File: config.mk
export PLATFORM = sky130hd
export DESIGN_NAME = audio_frame_sequencer
export DESIGN_NICKNAME = d
export VERILOG_FILES = /design/src/rtl/audio_frame_sequencer.sv
export SDC_FILE = /design/constraint.sdc
export NUM_CORES = 1
export LEC_CHECK = 0
export CAP_MARGIN = 0
export CORE_MARGIN = 2
export CORE_UTILIZATION = 37
export CTS_CLUSTER_DIAMETER = 40
export DETAILED_ROUTE_END_ITERATION = 6
export PLACE_DENSITY = 0.74
export SLEW_MARGIN = 25
export SYNTH_ARGS = -nofsm -noshare
export SYNTH_HDL_FRONTEND = slang
export SYNTH_SLANG_ARGS = --single-unit
File: constraint.sdc
create_clock -name CLOCK_50 -period 1.9 [get_ports CLOCK_50]
set_input_delay 0.285 -clock CLOCK_50 [delete_from_list [all_inputs] [get_ports CLOCK_50]]
set_output_delay 0.285 -clock CLOCK_50 [all_outputs]
set_load 0.01 [all_outputs]
File: src/rtl/audio_frame_sequencer.sv
// Per-frame sequencer: pops a stereo frame, runs it through the effect chain, pushes the result.
// Define FX_DEBOUNCE_EN to debounce the effect-enable switches before they are latched.
module audio_frame_sequencer #(
    parameter int TIMEOUT         = 2048,
    parameter int SYNC_STAGES     = 2,
    parameter int DEBOUNCE_CYCLES = 500000
) (
    input  logic               CLOCK_50,
    input  logic               reset,
    input  logic [9:0]         SW,
    input  logic               audio_in_available,
    input  logic               audio_out_allowed,
    input  logic signed [31:0] audio_in_L,
    input  logic signed [31:0] audio_in_R,
    output logic               read_audio_in,
    output logic               write_audio_out,
    output logic signed [31:0] audio_out_L,
    output logic signed [31:0] audio_out_R,
    output logic signed [31:0] chain_in_L,
    output logic signed [31:0] chain_in_R,
    output logic               chain_start,
    input  logic               chain_done,
    input  logic signed [31:0] chain_out_L,
    input  logic signed [31:0] chain_out_R,
    output logic [3:0]         fx_enable,
    output logic               busy,
    output logic [15:0]        drop_count
);

    localparam logic [1:0] IDLE     = 2'd0;
    localparam logic [1:0] PROC     = 2'd1;
    localparam logic [1:0] WAIT_OUT = 2'd2;
    localparam logic [1:0] WRITE    = 2'd3;

    localparam int TW = (TIMEOUT > 1) ? $clog2(TIMEOUT) : 1;
    localparam logic [TW-1:0] T_LAST = TW'(TIMEOUT - 1);

    logic [1:0]                  state;
    logic [TW-1:0]               tcnt;
    logic [SYNC_STAGES-1:0][3:0] sync_q;
    logic [3:0]                  sw_s;
    logic [3:0]                  sw_fx;
    logic                        unused_sw;

    assign unused_sw = ^SW[9:4];

    always_ff @(posedge CLOCK_50) begin
        if (reset) sync_q <= '0;
        else       sync_q <= {sync_q[SYNC_STAGES-2:0], SW[3:0]};
    end
    assign sw_s = sync_q[SYNC_STAGES-1];

`ifdef FX_DEBOUNCE_EN
    localparam int DW = $clog2(DEBOUNCE_CYCLES + 1);
    localparam logic [DW-1:0] DB_LAST = DW'(DEBOUNCE_CYCLES - 1);

    // Each switch flips its stable value only after a full quiet run of disagreement.
    for (genvar g = 0; g < 4; g++) begin : g_db
        logic [DW-1:0] cnt;
        logic          stable;
        always_ff @(posedge CLOCK_50) begin
            if (reset) begin
                cnt    <= '0;
                stable <= 1'b0;
            end else if (sw_s[g] == stable) begin
                cnt <= '0;
            end else if (cnt == DB_LAST) begin
                cnt    <= '0;
                stable <= sw_s[g];
            end else begin
                cnt <= cnt + 1'b1;
            end
        end
        assign sw_fx[g] = stable;
    end
`else
    logic unused_db;
    assign unused_db = DEBOUNCE_CYCLES[0];
    assign sw_fx     = sw_s;
`endif

    always_ff @(posedge CLOCK_50) begin
        if (reset) begin
            state           <= IDLE;
            busy            <= 1'b0;
            tcnt            <= '0;
            read_audio_in   <= 1'b0;
            chain_start     <= 1'b0;
            write_audio_out <= 1'b0;
            audio_out_L     <= '0;
            audio_out_R     <= '0;
            chain_in_L      <= '0;
            chain_in_R      <= '0;
            fx_enable       <= '0;
            drop_count      <= '0;
        end else begin
            read_audio_in   <= 1'b0;
            chain_start     <= 1'b0;
            write_audio_out <= 1'b0;
            case (state)
                IDLE: begin
                    if (audio_in_available) begin
                        chain_in_L    <= audio_in_L;
                        chain_in_R    <= audio_in_R;
                        fx_enable     <= sw_fx;
                        read_audio_in <= 1'b1;
                        chain_start   <= 1'b1;
                        tcnt          <= '0;
                        state         <= PROC;
                        busy          <= 1'b1;
                    end
                end
                PROC: begin
                    // A done on the final counted cycle still beats the timeout.
                    if (chain_done) begin
                        audio_out_L <= chain_out_L;
                        audio_out_R <= chain_out_R;
                        state       <= WAIT_OUT;
                    end else if (tcnt == T_LAST) begin
                        audio_out_L <= '0;
                        audio_out_R <= '0;
                        if (drop_count != 16'hFFFF) drop_count <= drop_count + 16'd1;
                        state <= WAIT_OUT;
                    end else begin
                        tcnt <= tcnt + 1'b1;
                    end
                end
                WAIT_OUT: begin
                    if (audio_out_allowed) begin
                        write_audio_out <= 1'b1;
                        state           <= WRITE;
                    end
                end
                default: begin
                    state <= IDLE;
                    busy  <= 1'b0;
                end
            endcase
        end
    end

endmodule
==> results.txt <==
----------------------------------------------------
[STA]
  Unrepaired setup endpoints after global routing ... no
  Part of the cycle the worst path needs ... 95.0%
  Final count of hold timing violations ... 0
  Slew @ Worst Pin ... 0.365 ns
  Final setup violation count ... 0
  Post-Route Skew ... 0.00956 ns
  Final min period ... 1.80 ns
  Setup slack of the critical path after layout ... 0.0953 ns
  Highest clock rate ... 554 MHz
  Number of slew-limit violations in the final report ... 0
  Max transition margin ... 75.5%

[Power]
  Overall power consumption ... 11.1 mW
  Power Dens Cells ... 1100 nW/µm²
  Total leakage power ... 3.83 nW
  Peak ir drop on the vdd network ... 0.000594 V

[Global route]
  First-pass GRT wire length ... 28600 µm
  Antenna violations before repair ... 0
  Maximum number of pins on one net before global-route repair ... 71
  Number of global-route vias before repair ... 5554
  GRT Util Overall ... 19.8%
  Final global-route overflow total ... 0

[Yosys]
  Area contributors post-synth ... sky130_fd_sc_hd__dfxtp_1 55%, sky130_fd_sc_hd__a22o_1 9.3%, sky130_fd_sc_hd__nand2_1 8.7%
  Yosys warnings ... 0
  Async set or reset register ratio after synthesis ... 0%
  Number of standard cells after synthesis ... 659
  Leading register cell type out of synthesis ... sky130_fd_sc_hd__dfxtp_1
  Fraction of the yosys area taken by sequential cells ... 55.2%
  Cell accounting for the most synthesized area ... sky130_fd_sc_hd__dfxtp_1
  Leading post-synthesis cells by instance count ... 172 x sky130_fd_sc_hd__dfxtp_1, 145 x sky130_fd_sc_hd__nand2_1, 81 x sky130_fd_sc_hd__a21oi_1, 66 x sky130_fd_sc_hd__a22o_1, 29 x sky130_fd_sc_hd__clkbuf_1
  Number of nets in the synthesized netlist ... 807
  Most numerous cell in the Yosys netlist ... sky130_fd_sc_hd__dfxtp_1
  Count of flip-flops with a built-in enable after synthesis ... 0
  Syn Area/Cell ... 9.46 µm²
  Yosys top cell area share ... 55.2%
  Flip-flop and latch count after synthesis ... 172
  Count of distinct cell types in the synthesized netlist ... 53
  Netlist area before placement ... 6230 µm²

[Placement]
  HPWL Detailed ... 12800 µm
  Placed Area ... 9460 µm²
  GPL Wtd Cong ... 0.871
  Number of I/O port buffers ... 288
  Pre-CTS WS ... -0.0777 ns

[Run]
  Max-capacitance violation count ... 0

[Final layout]
  Final design area excluding fillers ... 10100 µm²
  Area growth, synth to finish ... 62.1%
  Layout Utilization ... 61.2%
  Multi-input gate area in the final layout ... 2590 µm²
  Number of fillers in the final layout ... 1394
  Diode insertion count for antenna repair ... 0
  Final Net Count ... 1097
  Area used by sequential logic in the layout ... 3450 µm²
  Layout cell share with drive strength beyond 1 ... 9.04%

[Clock network]
  Clock Pin Slew Worst Setup and Hold Paths ... 0.07 ns
  H-tree depth ... 4
  TritonCTS clock tree ... yes
  Clock latency on the worst-skew pair ... 0.42 ns
  CTS Buf Count ... 17
  Setup Fix Bufs, Post-CTS ... 0
  Hold buffer count at cts ... 0
  Sinks on Clock Net ... 172
  Clock Tree Buf Depth ... 2
  Library cell used as clock root buffer ... sky130_fd_sc_hd__clkbuf_16

[Floorplanning]
  Die Span Y ... 134 µm
  Row cnt ... 47
  Die area ... 17900 µm²
  Starting Density ... 37.7%
  I/O pin count ... 295
  Area of the placeable core ... 16500 µm²
  Die W ... 134 µm

[Routing]
  Number of nets with antenna violations after detailed routing ... 0
  DRT Wirelength ... 18300 µm
  Starting DRT DRC Count ... 307
  Via count of the routed design ... 5810
  Post-detailed-route via-to-cell ratio ... 4.92
  Pre-antenna DRT Iters ... 5
  Average wire per cell in the routed design ... 15.5 µm
  Post-route DRC ... 0

[Worst setup path]
  Cell family contributing the most delay on the critical path ... simple AND/OR/NAND/NOR gates
  R2r worst-path depth ... 8
  Start of the worst register-to-register path ... tcnt[0]
  CP cell instances ... ha_4 > nand3_4 > buf_4 > nor3_4 > o21ai_1 > nor2b_4 > buf_12 > a22o_1
  CP Max Fanout ... 38
  Largest stage delay on the critical path ... 0.36 ns
  Worst-case register-to-register setup slack ... 0.1 ns
  Critical path launch point type ... register
  Endpoint of the worst-slack reg-to-reg timing path ... audio_out_R[27]
  Slowest stage cell, crit path ... sky130_fd_sc_hd__dfxtp_2
  CP Capture Type ... register
  Data arrival time of the worst path ... 2.11 ns
  Critical setup path kind ... register to register
  Worst path bufs/invs ... 2
  Worst endpoint required time ... 2.20 ns

[Outcome]
  Outcome ... finished clean

[Hold path]
  Path class of the lowest-slack min-delay path ... input pin to register
  Worst-case hold path end point ... drop_count[14]
  Number of cells on the worst hold path ... 2
  Hold Startpoint ... reset

----------------------------------------------------
-- sequential cells by signal, indices dropped and copies added (netlist names) --
signal           cells
fx_enable            4
chain_in_R          32
busy                 1
state                2
sw_fx                4
chain_start          1
chain_in_L          32
tcnt                11
drop_count          16
sync_q               4
audio_out_R         32
write_audio_out      1
audio_out_L         32
-- power by group --
group | total (mW) | switching [mW] | leakage (nW) | internal [mW]
clock network | 3.52 | 1.51 | 0.297 | 2.01
registers | 4.39 | 0.262 | 1.40 | 4.12
logic | 3.23 | 1.57 | 2.13 | 1.66
total | 11.1 | 3.34 | 3.83 | 7.79
-- kinds of logic (layout without fill, tap and decap cells) --
family / after synthesis / count (layout) / synth area share (%)
mux: 5 / 5 / 0.823
xor+xnor: 7 / 7 / 0.984
buf+inv: 53 / 356 / 4.26
simple gates: 233 / 233 / 17.6
fa+ha+maj: 5 / 5 / 1.00
flops: 172 / 172 / 55.2
compound gates: 184 / 184 / 20.1
-- worst max path at each step --
| stage | startpoint | to | slack (ns) | cells after the start |
|---|---|---|---|---|
| finish | tcnt[0] | audio_out_R[27] | 0.1 | 8 |
| global route | tcnt[0] | state[0] | 0.01 | 8 |
| CTS | tcnt[0] | audio_out_R[27] | 0.02 | 8 |
| detailed placement | chain_done | tcnt[5] | -0.08 | 7 |
| global placement | chain_done | drop_count[10] | -0.04 | 7 |
| floorplan | tcnt[0] | audio_out_L[0] | 0.03 | 8 |
-- layer usage --
| metal | wire [µm] | track usage [%] | vias up | share of wire (%) |
|---|---|---|---|---|
| met1 | 7660 | 24.2 | 2707 | 42 |
| met3 | 1180 | 5.37 | 28 | 6.4 |
| met5 | 0 | 0 | - | 0 |
| met4 | 421 | 6.97 | 0 | 2.3 |
| met2 | 9080 | 33.7 | 176 | 50 |
| li1 | - | - | 2899 | - |
-- through the flow --
stage / hold WS, ns / std cells / TNS [ns]
floorplan: 0.406 / 659 / 0
global placement: 0.419 / 1150 / -0.123
detailed placement: 0.425 / 1150 / -0.241
CTS: 0.180 / 1182 / 0
global route: 0.196 / 1182 / 0
finish: 0.200 / 1182 / 0
-- final cells by class --
cell class / count / share of cell area (%)
Multi-Input combinational cell: 434 / 25.6
Tap cell: 220 / 2.72
Clock buffer: 18 / 4.35
Sequential cell: 172 / 34.1
Timing Repair Buffer: 316 / 31.3
Inverter: 8 / 0.297
Clock inverter: 14 / 1.58
-- placed cells by master (no fill, tap or decap), types with 6 or more instances in the layout --
cell,netlist,final
sky130_fd_sc_hd__buf_4,1,23
sky130_fd_sc_hd__dfxtp_1,172,169
sky130_fd_sc_hd__nand2_1,145,144
sky130_fd_sc_hd__nor2b_1,11,9
sky130_fd_sc_hd__nor2_1,25,24
sky130_fd_sc_hd__o21ai_0,9,9
sky130_fd_sc_hd__xor2_1,7,7
sky130_fd_sc_hd__a21oi_1,81,80
sky130_fd_sc_hd__clkdlybuf4s50_1,0,287
sky130_fd_sc_hd__or3_1,6,6
sky130_fd_sc_hd__inv_1,8,7
sky130_fd_sc_hd__nand4_1,6,6
sky130_fd_sc_hd__a22o_1,66,66
sky130_fd_sc_hd__buf_12,0,6
sky130_fd_sc_hd__nand3_1,10,10
sky130_fd_sc_hd__clkbuf_16,0,17
-- worst register-to-register path, stage by stage, from the launching register on --
cell and delay (ns):
sky130_fd_sc_hd__dfxtp_2 0.36, sky130_fd_sc_hd__ha_4 0.16, sky130_fd_sc_hd__nand3_4 0.09, sky130_fd_sc_hd__buf_4 0.18, sky130_fd_sc_hd__nor3_4 0.20, sky130_fd_sc_hd__o21ai_1 0.11
sky130_fd_sc_hd__nor2b_4 0.16, sky130_fd_sc_hd__buf_12 0.18, sky130_fd_sc_hd__a22o_1 0.26
-- timing repair --
| item | CTS | global route |
|---|---|---|
| setup endpoints to repair | 0 | 72 |
| hold endpoints to repair | 0 | 0 |
| resized for setup | 0 | 12 |
No activity file was read; power rests on OpenSTA's default activity.
